<file path="config.mk">
export PLATFORM = sky130hd
export DESIGN_NAME = ram_port_arbiter_flat
export DESIGN_NICKNAME = d
export VERILOG_FILES = /design/src/rtl/ram_port_arbiter_pkg.sv /design/src/rtl/ram_port_arbiter_if.sv /design/src/rtl/ram_port_arbiter.sv /design/src/flat_wrapper.sv
export SDC_FILE = /design/constraint.sdc
export NUM_CORES = 1
export LEC_CHECK = 0
export BUFFER_PORTS_ARGS = -buffer_cell sky130_fd_sc_hd__buf_2
export CAP_MARGIN = 10
export CORE_UTILIZATION = 37
export DETAILED_ROUTE_END_ITERATION = 10
export PLACE_DENSITY_LB_ADDON = 0.12
export SLEW_MARGIN = 0
export SYNTH_ARGS = -nofsm -noshare
export SYNTH_HDL_FRONTEND = slang
export SYNTH_SLANG_ARGS = --single-unit
</file>
<file path="constraint.sdc">
create_clock -name clk -period 3.6 [get_ports clk]
set_clock_uncertainty 0.15 [all_clocks]
set_input_delay 0.72 -clock clk [delete_from_list [all_inputs] [get_ports clk]]
set_output_delay 0.72 -clock clk [all_outputs]
set_load 0.02 [all_outputs]
</file>
<file path="src/rtl/ram_port_arbiter_pkg.sv">
// Shared types for the two-owner RAM port arbiter: FSM state encoding,
// owner encoding and the default RAM geometry.
package proc_pkg;

    // Default RAM geometry: 128 words of 16 bits.
    localparam int ADDR_W_DEF = 7;
    localparam int DATA_W_DEF = 16;

    // Arbiter ownership state.
    typedef enum logic [1:0] {
        IDLE  = 2'd0,
        OWN_P = 2'd1,
        OWN_H = 2'd2
    } arb_state_t;

    // Who holds (or last held) the RAM port.
    typedef enum logic {
        OWN_PROC = 1'b0,
        OWN_HOST = 1'b1
    } owner_t;

    // The requester that is not 'o'; used for round-robin on contention.
    function automatic owner_t other_owner(input owner_t o);
        return (o == OWN_PROC) ? OWN_HOST : OWN_PROC;
    endfunction

endpackage

</file>
<file path="src/rtl/ram_port_arbiter_if.sv">
// Bundle of processor, host and RAM-side signals around the arbiter.
//
// Handshake: a requester holds *_req (with *_we/*_addr/*_wdata stable) and
// the access is taken in every cycle where *_gnt is 1 in that same cycle.
// A granted read returns *_rvalid=1 with *_rdata exactly one cycle later;
// there is no back-pressure on read data.
interface ram_port_arbiter_if #(
    parameter int ADDR_W = proc_pkg::ADDR_W_DEF,
    parameter int DATA_W = proc_pkg::DATA_W_DEF
);
    import proc_pkg::*;

    // Processor port
    logic              p_req;
    logic              p_we;
    logic [ADDR_W-1:0] p_addr;
    logic [DATA_W-1:0] p_wdata;
    logic              p_gnt;
    logic              p_rvalid;
    logic [DATA_W-1:0] p_rdata;

    // Host (loader/dump) port
    logic              h_req;
    logic              h_we;
    logic              h_lock;
    logic [ADDR_W-1:0] h_addr;
    logic [DATA_W-1:0] h_wdata;
    logic              h_gnt;
    logic              h_rvalid;
    logic [DATA_W-1:0] h_rdata;

    // RAM side
    logic              ram_read_en;
    logic              ram_write_en;
    logic [ADDR_W-1:0] ram_addr;
    logic [DATA_W-1:0] ram_din;
    logic [DATA_W-1:0] ram_dout;

    // Observation of the arbiter FSM
    arb_state_t        dbg_state;

    // Arbiter view
    modport slave (
        input  p_req, p_we, p_addr, p_wdata,
        output p_gnt, p_rvalid, p_rdata,
        input  h_req, h_we, h_lock, h_addr, h_wdata,
        output h_gnt, h_rvalid, h_rdata,
        output ram_read_en, ram_write_en, ram_addr, ram_din,
        input  ram_dout,
        output dbg_state
    );

    // Environment view (requesters plus RAM)
    modport master (
        output p_req, p_we, p_addr, p_wdata,
        input  p_gnt, p_rvalid, p_rdata,
        output h_req, h_we, h_lock, h_addr, h_wdata,
        input  h_gnt, h_rvalid, h_rdata,
        input  ram_read_en, ram_write_en, ram_addr, ram_din,
        output ram_dout,
        input  dbg_state
    );

endinterface

</file>
<file path="src/rtl/ram_port_arbiter.sv">
// Arbitrates one single-port RAM between a processor and a host port.
// Grants are combinational in the request cycle; ownership is held while the
// owner keeps requesting, bounded by MAX_HOLD grants when the other side
// waits, unless the host holds h_lock. Read data returns one cycle later and
// is steered to the owner recorded in a one-entry read tag.
module ram_port_arbiter
    import proc_pkg::*;
#(
    parameter int ADDR_W   = ADDR_W_DEF,
    parameter int DATA_W   = DATA_W_DEF,
    parameter int MAX_HOLD = 8
) (
    input  logic               clk,
    input  logic               rst_n,
    ram_port_arbiter_if.slave  bus
);

    localparam int CNT_W = (MAX_HOLD > 1) ? $clog2(MAX_HOLD) : 1;
    localparam logic [CNT_W-1:0] HOLD_LAST = CNT_W'(MAX_HOLD - 1);

    // Registered arbiter state
    arb_state_t       state_q,      state_d;
    owner_t           last_owner_q, last_owner_d;
    logic [CNT_W-1:0] hold_cnt_q,   hold_cnt_d;
    logic             tag_valid_q,  tag_valid_d;
    owner_t           tag_owner_q,  tag_owner_d;

    // Combinational grant decision
    logic              grant_any;
    owner_t            winner;
    logic              win_we;
    logic [ADDR_W-1:0] win_addr;
    logic [DATA_W-1:0] win_wdata;
    logic              gnt_live;

    // Count a grant, sticking at the limit so a long locked burst still
    // triggers a hand-over as soon as the lock is released.
    function automatic logic [CNT_W-1:0] sat_inc(input logic [CNT_W-1:0] v);
        return (v == HOLD_LAST) ? v : v + CNT_W'(1);
    endfunction

    // Next ownership, hold count and grant for the current cycle
    always_comb begin
        state_d      = state_q;
        last_owner_d = last_owner_q;
        hold_cnt_d   = hold_cnt_q;
        grant_any    = 1'b0;
        winner       = OWN_PROC;
        case (state_q)
            IDLE: begin
                if (bus.p_req || bus.h_req) begin
                    grant_any = 1'b1;
                    if (bus.p_req && bus.h_req) begin
                        winner = other_owner(last_owner_q);
                    end else if (bus.h_req) begin
                        winner = OWN_HOST;
                    end else begin
                        winner = OWN_PROC;
                    end
                    state_d      = (winner == OWN_HOST) ? OWN_H : OWN_P;
                    last_owner_d = winner;
                    // The IDLE grant is the first grant of the new tenure.
                    hold_cnt_d   = sat_inc('0);
                end
            end
            OWN_P: begin
                winner = OWN_PROC;
                if (!bus.p_req) begin
                    state_d    = IDLE;
                    hold_cnt_d = '0;
                end else begin
                    grant_any = 1'b1;
                    if (hold_cnt_q == HOLD_LAST && bus.h_req) begin
                        state_d      = OWN_H;
                        last_owner_d = OWN_HOST;
                        hold_cnt_d   = '0;
                    end else begin
                        hold_cnt_d = sat_inc(hold_cnt_q);
                    end
                end
            end
            OWN_H: begin
                winner = OWN_HOST;
                if (bus.h_lock) begin
                    // Locked burst: no limit, and gaps in h_req keep ownership.
                    grant_any = bus.h_req;
                    if (bus.h_req) begin
                        hold_cnt_d = sat_inc(hold_cnt_q);
                    end
                end else if (!bus.h_req) begin
                    state_d    = IDLE;
                    hold_cnt_d = '0;
                end else begin
                    grant_any = 1'b1;
                    if (hold_cnt_q == HOLD_LAST && bus.p_req) begin
                        state_d      = OWN_P;
                        last_owner_d = OWN_PROC;
                        hold_cnt_d   = '0;
                    end else begin
                        hold_cnt_d = sat_inc(hold_cnt_q);
                    end
                end
            end
            default: begin
                state_d    = IDLE;
                hold_cnt_d = '0;
            end
        endcase
    end

    // Select the winner's request fields for the RAM
    always_comb begin
        win_we    = (winner == OWN_HOST) ? bus.h_we    : bus.p_we;
        win_addr  = (winner == OWN_HOST) ? bus.h_addr  : bus.p_addr;
        win_wdata = (winner == OWN_HOST) ? bus.h_wdata : bus.p_wdata;
    end

    // Read tag for the access issued this cycle
    always_comb begin
        tag_valid_d = grant_any & ~win_we;
        tag_owner_d = winner;
    end

    // State, ownership history, hold counter and read tag
    always_ff @(posedge clk or negedge rst_n) begin
        if (!rst_n) begin
            state_q      <= IDLE;
            last_owner_q <= OWN_HOST;
            hold_cnt_q   <= '0;
            tag_valid_q  <= 1'b0;
            tag_owner_q  <= OWN_PROC;
        end else begin
            state_q      <= state_d;
            last_owner_q <= last_owner_d;
            hold_cnt_q   <= hold_cnt_d;
            tag_valid_q  <= tag_valid_d;
            tag_owner_q  <= tag_owner_d;
        end
    end

    // Grants are gated by rst_n so reset silences the RAM immediately.
    assign gnt_live = rst_n & grant_any;

    assign bus.p_gnt = gnt_live & (winner == OWN_PROC);
    assign bus.h_gnt = gnt_live & (winner == OWN_HOST);

    assign bus.ram_read_en  = gnt_live & ~win_we;
    assign bus.ram_write_en = gnt_live &  win_we;
    assign bus.ram_addr     = gnt_live ? win_addr  : '0;
    assign bus.ram_din      = gnt_live ? win_wdata : '0;

    // Read return steered to the tagged owner; the other side sees zeros.
    assign bus.p_rvalid = tag_valid_q & (tag_owner_q == OWN_PROC);
    assign bus.h_rvalid = tag_valid_q & (tag_owner_q == OWN_HOST);
    assign bus.p_rdata  = bus.p_rvalid ? bus.ram_dout : '0;
    assign bus.h_rdata  = bus.h_rvalid ? bus.ram_dout : '0;

    assign bus.dbg_state = state_q;

endmodule

</file>
<file path="src/flat_wrapper.sv">
// flat-port wrapper written by rule: the top's interface ports become plain ports
module ram_port_arbiter_flat import proc_pkg::*;
#(
    parameter int ADDR_W   = ADDR_W_DEF,
    parameter int DATA_W   = DATA_W_DEF,
    parameter int MAX_HOLD = 8
)
  (clk, rst_n, bus_p_req, bus_p_we, bus_p_addr, bus_p_wdata, bus_p_gnt, bus_p_rvalid, bus_p_rdata, bus_h_req, bus_h_we, bus_h_lock, bus_h_addr, bus_h_wdata, bus_h_gnt, bus_h_rvalid, bus_h_rdata, bus_ram_read_en, bus_ram_write_en, bus_ram_addr, bus_ram_din, bus_ram_dout, bus_dbg_state);
  ram_port_arbiter_if #(.ADDR_W(ADDR_W), .DATA_W(DATA_W)) bus_i ();
  input  logic clk;
  input  logic rst_n;
  input wire logic [$bits(bus_i.p_req)-1:0] bus_p_req;
  input wire logic [$bits(bus_i.p_we)-1:0] bus_p_we;
  input wire logic [$bits(bus_i.p_addr)-1:0] bus_p_addr;
  input wire logic [$bits(bus_i.p_wdata)-1:0] bus_p_wdata;
  output wire logic [$bits(bus_i.p_gnt)-1:0] bus_p_gnt;
  output wire logic [$bits(bus_i.p_rvalid)-1:0] bus_p_rvalid;
  output wire logic [$bits(bus_i.p_rdata)-1:0] bus_p_rdata;
  input wire logic [$bits(bus_i.h_req)-1:0] bus_h_req;
  input wire logic [$bits(bus_i.h_we)-1:0] bus_h_we;
  input wire logic [$bits(bus_i.h_lock)-1:0] bus_h_lock;
  input wire logic [$bits(bus_i.h_addr)-1:0] bus_h_addr;
  input wire logic [$bits(bus_i.h_wdata)-1:0] bus_h_wdata;
  output wire logic [$bits(bus_i.h_gnt)-1:0] bus_h_gnt;
  output wire logic [$bits(bus_i.h_rvalid)-1:0] bus_h_rvalid;
  output wire logic [$bits(bus_i.h_rdata)-1:0] bus_h_rdata;
  output wire logic [$bits(bus_i.ram_read_en)-1:0] bus_ram_read_en;
  output wire logic [$bits(bus_i.ram_write_en)-1:0] bus_ram_write_en;
  output wire logic [$bits(bus_i.ram_addr)-1:0] bus_ram_addr;
  output wire logic [$bits(bus_i.ram_din)-1:0] bus_ram_din;
  input wire logic [$bits(bus_i.ram_dout)-1:0] bus_ram_dout;
  output wire logic [$bits(bus_i.dbg_state)-1:0] bus_dbg_state;
  assign bus_i.p_req = bus_p_req;
  assign bus_i.p_we = bus_p_we;
  assign bus_i.p_addr = bus_p_addr;
  assign bus_i.p_wdata = bus_p_wdata;
  assign bus_p_gnt = bus_i.p_gnt;
  assign bus_p_rvalid = bus_i.p_rvalid;
  assign bus_p_rdata = bus_i.p_rdata;
  assign bus_i.h_req = bus_h_req;
  assign bus_i.h_we = bus_h_we;
  assign bus_i.h_lock = bus_h_lock;
  assign bus_i.h_addr = bus_h_addr;
  assign bus_i.h_wdata = bus_h_wdata;
  assign bus_h_gnt = bus_i.h_gnt;
  assign bus_h_rvalid = bus_i.h_rvalid;
  assign bus_h_rdata = bus_i.h_rdata;
  assign bus_ram_read_en = bus_i.ram_read_en;
  assign bus_ram_write_en = bus_i.ram_write_en;
  assign bus_ram_addr = bus_i.ram_addr;
  assign bus_ram_din = bus_i.ram_din;
  assign bus_i.ram_dout = bus_ram_dout;
  assign bus_dbg_state = bus_i.dbg_state;
  ram_port_arbiter #(.ADDR_W(ADDR_W), .DATA_W(DATA_W), .MAX_HOLD(MAX_HOLD)) u_core (.clk(clk), .rst_n(rst_n), .bus(bus_i));
endmodule
</file>
==> impl_metrics.tcl, run 1 <==
set metrics [dict create \
    p_total_mw 1.204 \
    synthDistinctLibCells 40 \
    cp_num_buf_inv 2 \
    vias 1493 \
    cts_sinks 8 \
    final-hold-violation-count 0 \
    port_buffers 131 \
    synthesis.nets 210 \
    worst_ep_required_time_ns 2.73 \
    ys_seq_elements 8 \
    diodes 0 \
    grt_usage_pct 20.68 \
    finalSetupTns_ns 0 \
    start_util_pct 40.41 \
    crit_path_top_delay_cell "nor2b_4" \
    synthFlopType "dfrtp_1" \
    setup_viol 0 \
    row_count 19 \
    status "finished, violations left" \
    core_sq_mm 0.002877 \
    routed_wirelength_um 3763 \
    power.share.clock_pct 6.5 \
    hold_path_class "input port to asynchronous set/reset pin" \
    power.share.sequential_pct 15.9 \
    post_cts_resized 0 \
    final_cell_mix "131 x buf_2, 19 x a22o_1, 17 x and2_1, 17 x and3_1" \
    finalMaxSlewViolations 0 \
    p_sw_uw 639.1 \
    final_common_cell "buf_2" \
    cts_buffer_depth 2 \
    p_sw_share_pct 53.10 \
    intPower_uw 564.6 \
    drive_gt1_share_pct 57.25 \
    final_util_pct 63.16 \
    relSlewSlack_pct 46.27 \
    synth_edf_count 0 \
    pre_cts_ws_ns 0.4977 \
    hpwlAfterDp_um 3033 \
    ys_warn_count 0 \
    insertion_delay_ns 0.26 \
    synthCells 136 \
    drtIter0Drc 104 \
    critical_path.top_delay_family "compound AO/OA/AOI/OAI gates" \
    final_net_count 337 \
    drt_pre_antenna_iters 7 \
    cts_tree "built" \
    die_x_um 58.05 \
    crit_type "flip-flop to output port" \
    routedWlPerCell_um 12.38 \
    r2r-end "u_core.hold_cnt_q[0]" \
    vias_per_cell 4.911 \
    violations "design-rule violations" \
    cts_buffers 3 \
    drtAntennaViolNets 0 \
    chipHeight_um 58.05 \
    worstPathCellList "inv_1 > ha_1 > o21a_2 > o211ai_4 > nor2b_4 > a22o_2 > buf_2" \
    async_reset_ff_share_pct 100.0 \
    p_comb_share_pct 77.6 \
    antenna_found_initial 0 \
    io_pins 132 \
    r2r-start "u_core.bus.dbg_state[1]" \
    rsz0062_at_grt "false" \
    globalplace.congestion 0.8659 \
    p_leak_nw 1.149 \
    fin_crit_ns 3.158 \
    p_per_area_mw_per_mm2 662.6 \
    syn_area_sq_mm 0.001162 \
    holdBufCountCts 0 \
    setup.worst_path.end_class "output port" \
    root_buffer "clkbuf_4" \
    grt_pass1_wl_um 5554 \
    cp.arrival_ns 2.29 \
    drv_cap 0 \
    cp_max_fo 24 \
    max_stage_delay_ns 0.47 \
    period_share_pct 87.71 \
    cts_setup_buffers 0 \
    clkTransAtPathRegs_ns 0.06 \
    ff2ff_setup_slack_ns 1.70 \
    worst_pin_slew_ns 0.8043 \
    die-area_sq_mm 0.003370 \
    overflow 0 \
    area_growth_pct 56.30 \
    synth-seq-area-share_pct 17.33 \
    ir_worst_vdd_v 0.0004014 \
    hold_ws_ns 0.1589 \
    drt_drc_violations_left 10 \
    ff2ff_path_depth 6 \
    h-tree-depth 1 \
    synth_area_per_cell_sq_um 8.547 \
    layout_setup_ws_ns 0.4423 \
    grt_pass1_vias 1245 \
    timing.fmax_mhz 316.7 \
    grt_max_degree 25 \
    cp-start-kind "flip-flop" \
]
[kinds of logic (layout without fill, tap and decap cells)]
logic type,count (synthesis),after routing,synth area share (%)
flops,8,8,17.33
fa+ha+maj,5,5,5.382
compound gates,48,48,35.31
simple gates,57,57,29.39
mux,4,4,3.767
buf+inv,14,140,8.825
[worst register-to-register path, stage by stage, from the launching register on]
cell	delay, ns
dfrtp_1	0.42
inv_1	0.10
ha_1	0.26
nand2_1	0.16
or4_1	0.42
o311ai_1	0.13
a2bb2oi_1	0.20
[metrics by stage]
stage	cells	area, sq um
after global routing	304	1817
after floorplan	136	1162
after detailed placement	300	1790
after CTS	304	1817
final	304	1817
after global placement	300	1790
[metal layers]
layer | up-vias | wire length (um) | global-route usage, %
met5 | - | 0 | 0
met4 | 0 | 31 | 4.082
met3 | 7 | 372 | 7.589
met2 | 76 | 1836 | 36.78
met1 | 647 | 1523 | 23.74
li1 | 763 | - | -
[final cells by class]
type,count,area (sq um)
fillers,299,1060
well taps,42,52.55
multi-input cells,114,858.3
flip-flops and latches,8,201.4
clock buffers,4,26.28
repair buffers,132,663.1
inverters,4,15.01
[cell usage after synthesis, types with 2 or more instances]
cell      number  area [sq um]
and3_1        17         106.4
mux2_2         2         22.52
and2_1        17         106.4
buf_6          5         56.30
nand2_1        7         26.28
o21a_2         2         17.52
dfrtp_1        7         175.2
o211a_1        2         20.02
inv_1          4         15.01
a21oi_1        6         30.03
nand2b_1       4         25.02
a21o_1         3         22.52
clkbuf_1       3         11.26
a22o_2         4         40.04
ha_1           5         62.56
a21bo_2        2         20.02
o211ai_1       2         15.01
nor2_1         3         11.26
a22o_1        19         166.4
nor2b_1        2         12.51
[power groups by stage]
stage          registers (mW)  logic (mW)  clock network [mW]
4_1_cts                 0.191       0.936              0.0808
3_3_place_gp            0.194       0.929                   0
6_report                0.191       0.934              0.0786
5_1_grt                 0.202        1.01              0.0858
2_1_floorplan           0.177       0.724                   0
3_5_place_dp            0.193       0.934                   0
[sequential cells by signal, summed over array words and instances, names as in the netlist]
name	count
u_core.bus.dbg_state	2
u_core.last_owner_q	1
u_core.hold_cnt_q	3
u_core.tag_owner_q	1
u_core.tag_valid_q	1
[how the worst max path moves through the flow]
stage                      end  slack (ns)                     from  cells past startpoint
5_1_grt        bus_ram_addr[6]        0.27  u_core.bus.dbg_state[0]                      7
6_report        bus_ram_din[0]        0.44  u_core.bus.dbg_state[0]                      7
3_5_place_dp    bus_ram_din[0]        0.50                bus_h_req                      6
2_1_floorplan  bus_ram_addr[0]        0.82  u_core.bus.dbg_state[0]                      9
4_1_cts         bus_ram_din[0]        0.45  u_core.bus.dbg_state[0]                      8
3_3_place_gp    bus_ram_din[1]        0.56                bus_h_req                      6
Note: power is estimated with default switching activity, not from simulation.
==> run 2, diff against run 1 <==
--- a/config.mk
+++ b/config.mk
@@ -7,9 +7,10 @@
 export LEC_CHECK = 0
 export BUFFER_PORTS_ARGS = -buffer_cell sky130_fd_sc_hd__buf_2
 export CAP_MARGIN = 10
+export CORE_ASPECT_RATIO = 0.75
 export CORE_UTILIZATION = 37
 export DETAILED_ROUTE_END_ITERATION = 10
-export PLACE_DENSITY_LB_ADDON = 0.12
+export PLACE_DENSITY_LB_ADDON = 0.1
 export SLEW_MARGIN = 0
 export SYNTH_ARGS = -nofsm -noshare
 export SYNTH_HDL_FRONTEND = slang
==> run 2 against run 1 <==
Compared with the run above: the run now ends clean; register-to-register slack is essentially flat; first-iteration DRC count fell by 63%; global-route usage fell by 2.0 points; largest cell class unchanged; fmax increased by 1.5%; hold slack improved by 0.037 ns; sequential share of layout area decreased by 0.083 points; sequential power about the same; routed wire length fell by 8.9%.
==> impl_metrics.tcl, run 2 (same netlist as run 1, synthesis figures left out) <==
set metrics [dict create \
    status "finished clean" \
    insertion_delay_ns 0.23 \
    hpwlAfterDp_um 2778 \
    drtAntennaViolNets 0 \
    finalSetupTns_ns 0 \
    ir_worst_vdd_v 0.0004007 \
    fin_crit_ns 3.112 \
    cp_max_fo 24 \
    globalplace.congestion 0.7851 \
    cts_buffer_depth 2 \
    root_buffer "clkbuf_8" \
    path_common_cell "buf_2" \
    grt_pass1_wl_um 4933 \
    regMostFlops "u_core.hold_cnt_q" \
    final_util_pct 61.91 \
    area_growth_pct 57.48 \
    ff2ff_path_depth 5 \
    die-area_sq_mm 0.003372 \
    die_x_um 66.72 \
    dpl_cell_area_sq_mm 0.001785 \
    setup.worst_path.end_class "output port" \
    drv_cap 0 \
    post_cts_resized 0 \
    drt_pre_antenna_iters 4 \
    cts_setup_buffers 0 \
    fillers 268 \
    drtIter0Drc 38 \
    final_common_cell "buf_2" \
    grt_pass1_vias 1146 \
    overflow 0 \
    vias_per_cell 5.023 \
    grt_usage_pct 18.68 \
    antenna_found_initial 0 \
    cp_num_buf_inv 2 \
    chipHeight_um 50.54 \
    p_per_area_mw_per_mm2 673.7 \
    clkTransAtPathRegs_ns 0.04 \
    holdBufCountCts 0 \
    h-tree-depth 1 \
    final_net_count 337 \
    drive_gt1_share_pct 57.25 \
    relSlewSlack_pct 50.40 \
    io_pins 132 \
    cp.arrival_ns 2.24 \
    final-seq-area_sq_um 201.4 \
    setup_viol 0 \
    drt_drc_violations_left 0 \
    cp.depth 6 \
    grt_max_degree 25 \
    final_cell_mix "131 x buf_2, 19 x a22o_1, 17 x and2_1, 17 x and3_1" \
    place_inst 296 \
    ff2ff_setup_slack_ns 1.71 \
    crit_path_top_delay_cell "nor2b_4" \
    max_stage_delay_ns 0.51 \
    final-hold-violation-count 0 \
    finalMaxSlewViolations 0 \
    diodes 0 \
    hold_path_class "input port to asynchronous set/reset pin" \
    stdcell_area_sq_mm 0.001831 \
    worstPathCellList "buf_2 > a21boi_1 > a21o_1 > nor2b_4 > a22o_2 > buf_2" \
    worst_ep_required_time_ns 2.73 \
    vias 1507 \
    multi_input_area_sq_um 858.3 \
    critical_path.top_delay_family "compound AO/OA/AOI/OAI gates" \
    cts_buffers 3 \
    largest_reg_flops 3 \
    core_sq_mm 0.002957 \
    routed_wirelength_um 3427 \
    routedWlPerCell_um 11.42 \
    cp-start-kind "input port" \
    crit_type "input port to output port" \
    period_share_pct 86.43 \
    row_count 17 \
    rsz0062_at_grt "false" \
    start_util_pct 39.31 \
    timing.fmax_mhz 321.4 \
    stdcell_count 300 \
    cts_tree "built" \
    port_buffers 131 \
    cts_sinks 8 \
    worst_pin_slew_ns 0.7424 \
    p_leak_nw 1.157 \
]
[run 2: changes by cell type in the layout (fill, tap and decap cells not counted)]
cell,change
clkbuf_4,-3
clkbuf_8,+3
[run 2: final cells by class]
| cell class | count | area share [%] |
|---|---|---|
| Clock buffer | 4 | 2.461 |
| Sequential cell | 8 | 11.00 |
| Timing Repair Buffer | 132 | 36.23 |
| Tap cell | 38 | 2.597 |
| Multi-Input combinational cell | 114 | 46.89 |
| Inverter | 4 | 0.8202 |
[run 2: path summary, 6_finish.rpt]
| kind | startpoint | end |
|---|---|---|
| worst max-delay path | bus_h_req | bus_ram_addr[6] |
| worst min-delay path | rst_n | u_core.tag_valid_q |
| worst max register to register | u_core.hold_cnt_q[0] | u_core.bus.dbg_state[1] |
| worst min register to register | u_core.hold_cnt_q[1] | u_core.hold_cnt_q[1] |
| max in group asynchronous | rst_n | u_core.last_owner_q |
| min in group clk | u_core.hold_cnt_q[1] | u_core.hold_cnt_q[1] |
[run 2: report_power, final]
part	switching [mW]	total [mW]	internal, mW	leakage (nW)
sequential	0.0605	0.193	0.132	0.0998
combinational	0.536	0.926	0.390	1.03
clock	0.0375	0.114	0.0769	0.0228
total	0.634	1.23	0.599	1.16
[run 2: stage by stage]
stage	hold slack, ns	total power, mW	worst slack, ns
finish	0.1957	1.233	0.4884
global route	0.2092	1.340	0.3313
CTS	0.2008	1.242	0.4905
detailed placement	0.3284	1.123	0.4955
global placement	0.3373	1.122	0.5357
floorplan	0.2744	0.9006	0.8202
[run 2: layer usage]
metal	share of wire (%)	global-route usage (%)	routed length [um]
met1	43	24.21	1459
met3	10	4.545	356
met2	46	31.48	1591
met4	0.58	3.191	20
met5	0	0	0
==> run 3, diff against run 2 <==
--- a/config.mk
+++ b/config.mk
@@ -11,6 +11,7 @@
 export CORE_UTILIZATION = 37
 export DETAILED_ROUTE_END_ITERATION = 10
 export PLACE_DENSITY_LB_ADDON = 0.1
+export SETUP_SLACK_MARGIN = 0.5
 export SLEW_MARGIN = 0
 export SYNTH_ARGS = -nofsm -noshare
 export SYNTH_HDL_FRONTEND = slang
==> run 3 against run 2 <==
Compared with the run above: cell count is 1.7% higher; sequential power hardly changed; routed wire length is 3.1% higher; power is 3.6% higher; register-to-register slack hardly changed; worst setup slack better by 0.13 ns; count of clock-buffer cells in the layout stayed put; combinational power is 4.8% higher; non-clock buffer count is 4 higher; clock power hardly changed; fmax is 4.5% higher; die area stayed put; highest routed layer unchanged.
==> impl_metrics.tcl, run 3 (same netlist as run 1, synthesis figures left out) <==
set metrics [dict create \
    cp.arrival_ns 2.11 \
    core_sq_mm 0.002957 \
    relSlewSlack_pct 50.41 \
    drtAntennaViolNets 0 \
    cp-start-kind "flip-flop" \
    p_leak_nw 1.178 \
    holdBufCountCts 0 \
    crit_type "flip-flop to output port" \
    antenna_found_initial 0 \
    place_inst 296 \
    cts_buffers 3 \
    multi_input_area_sq_um 877.1 \
    routed_wirelength_um 3534 \
    h-tree-depth 1 \
    die_x_um 66.72 \
    drt_pre_antenna_iters 5 \
    hpwlAfterDp_um 2778 \
    globalplace.congestion 0.7851 \
    drv_cap 0 \
    rsz0062_at_grt "false" \
    io_pins 132 \
    fin_crit_ns 2.978 \
    chipHeight_um 50.54 \
    finalMaxSlewViolations 0 \
    grt_pass1_wl_um 5099 \
    cp_max_fo 24 \
    ir_worst_vdd_v 0.0004136 \
    period_share_pct 82.72 \
    largest_reg_flops 3 \
    fillers 263 \
    hold_path_class "input port to asynchronous set/reset pin" \
    final_common_cell "buf_2" \
    die-area_sq_mm 0.003372 \
    drt_drc_violations_left 0 \
    cts_tree "built" \
    start_util_pct 39.31 \
    status "finished clean" \
    drive_gt1_share_pct 58.80 \
    final-seq-area_sq_um 201.4 \
    row_count 17 \
    timing.fmax_mhz 335.8 \
    p_per_area_mw_per_mm2 679.7 \
    grt_max_degree 25 \
    clkTransAtPathRegs_ns 0.04 \
    final-hold-violation-count 0 \
    regMostFlops "u_core.hold_cnt_q" \
    setup.worst_path.end_class "output port" \
    insertion_delay_ns 0.23 \
    layout_setup_ws_ns 0.6219 \
    worst_ep_required_time_ns 2.73 \
    final_net_count 342 \
    finalSetupTns_ns 0 \
    diodes 0 \
    grt_usage_pct 19.25 \
    setup_viol 0 \
    vias 1508 \
    port_buffers 131 \
    routedWlPerCell_um 11.59 \
    drtIter0Drc 42 \
    worst_pin_slew_ns 0.7423 \
    cts_sinks 8 \
    stdcell_count 305 \
    pre_cts_ws_ns 0.4955 \
    grt_pass1_vias 1187 \
    overflow 0 \
    final_cell_mix "131 x buf_2, 19 x a22o_1, 17 x and2_1, 17 x and3_1" \
    root_buffer "clkbuf_8" \
    vias_per_cell 4.944 \
    cts_buffer_depth 2 \
    area_growth_pct 61.68 \
]
run 3: area by class of cell:
type                       instances  share of cell area (%)
multi-input combinational        115                   46.67
tap                               38                   2.530
clock buffer                       4                   2.397
sequential                         8                   10.72
timing repair buffer             136                   36.88
inverter                           4                  0.7989
run 3: final timing paths:
check / startpoint / to / slack (ns) / cells past startpoint
setup / recovery: u_core.bus.dbg_state[0] / bus_ram_addr[6] / 0.62 / 8
hold / removal: rst_n / u_core.hold_cnt_q[1] / 0.19 / 1
setup reg to reg: u_core.hold_cnt_q[0] / u_core.bus.dbg_state[0] / 1.71 / 5
hold reg to reg: u_core.hold_cnt_q[1] / u_core.hold_cnt_q[1] / 0.34 / 1
max in group asynchronous: rst_n / u_core.last_owner_q / 2.85 / 1
min in group clk: u_core.hold_cnt_q[1] / u_core.hold_cnt_q[1] / 0.34 / 1
run 3: power by group:
part           switching, mW  total (mW)  internal [mW]
clock network         0.0384       0.115         0.0770
logic                  0.550       0.970          0.420
registers             0.0602       0.192          0.132
run 3: timing repair:
item | 4_1_cts | 5_1_grt
endpoints found under the setup margin | 3 | 24
gates resized for setup | 0 | 3
gates cloned | 1 | 0
pin swaps | 1 | 1
buffers inserted | 2 | 2
run 3: stage by stage:
step / instance area [sq um] / util [%] / hold slack (ns) / total power [mW]
after global routing: 1879 / 63.56 / 0.2091 / 1.389
after CTS: 1854 / 62.72 / 0.2008 / 1.260
after floorplan: 1162 / - / 0.2744 / 0.9006
after global placement: 1785 / 60.39 / 0.3373 / 1.122
final: 1879 / 63.56 / 0.1922 / 1.277
after detailed placement: 1785 / 60.39 / 0.3284 / 1.123
run 3: per-layer routing:
metal | vias up | GRT usage, % | wire length [um]
met4 | 0 | 3.546 | 20
met3 | 4 | 5.000 | 368
met2 | 78 | 32.49 | 1641
met5 | - | 0 | 0
li1 | 775 | - | -
met1 | 651 | 24.62 | 1504
run 3: critical path, cell delays in order, from the launching register on:
cell,delay (ns)
dfrtp_1,0.41
inv_1,0.09
ha_2,0.23
o21a_2,0.26
o211ai_4,0.21
nor2_2,0.04
buf_4,0.21
a22o_2,0.27
buf_2,0.15
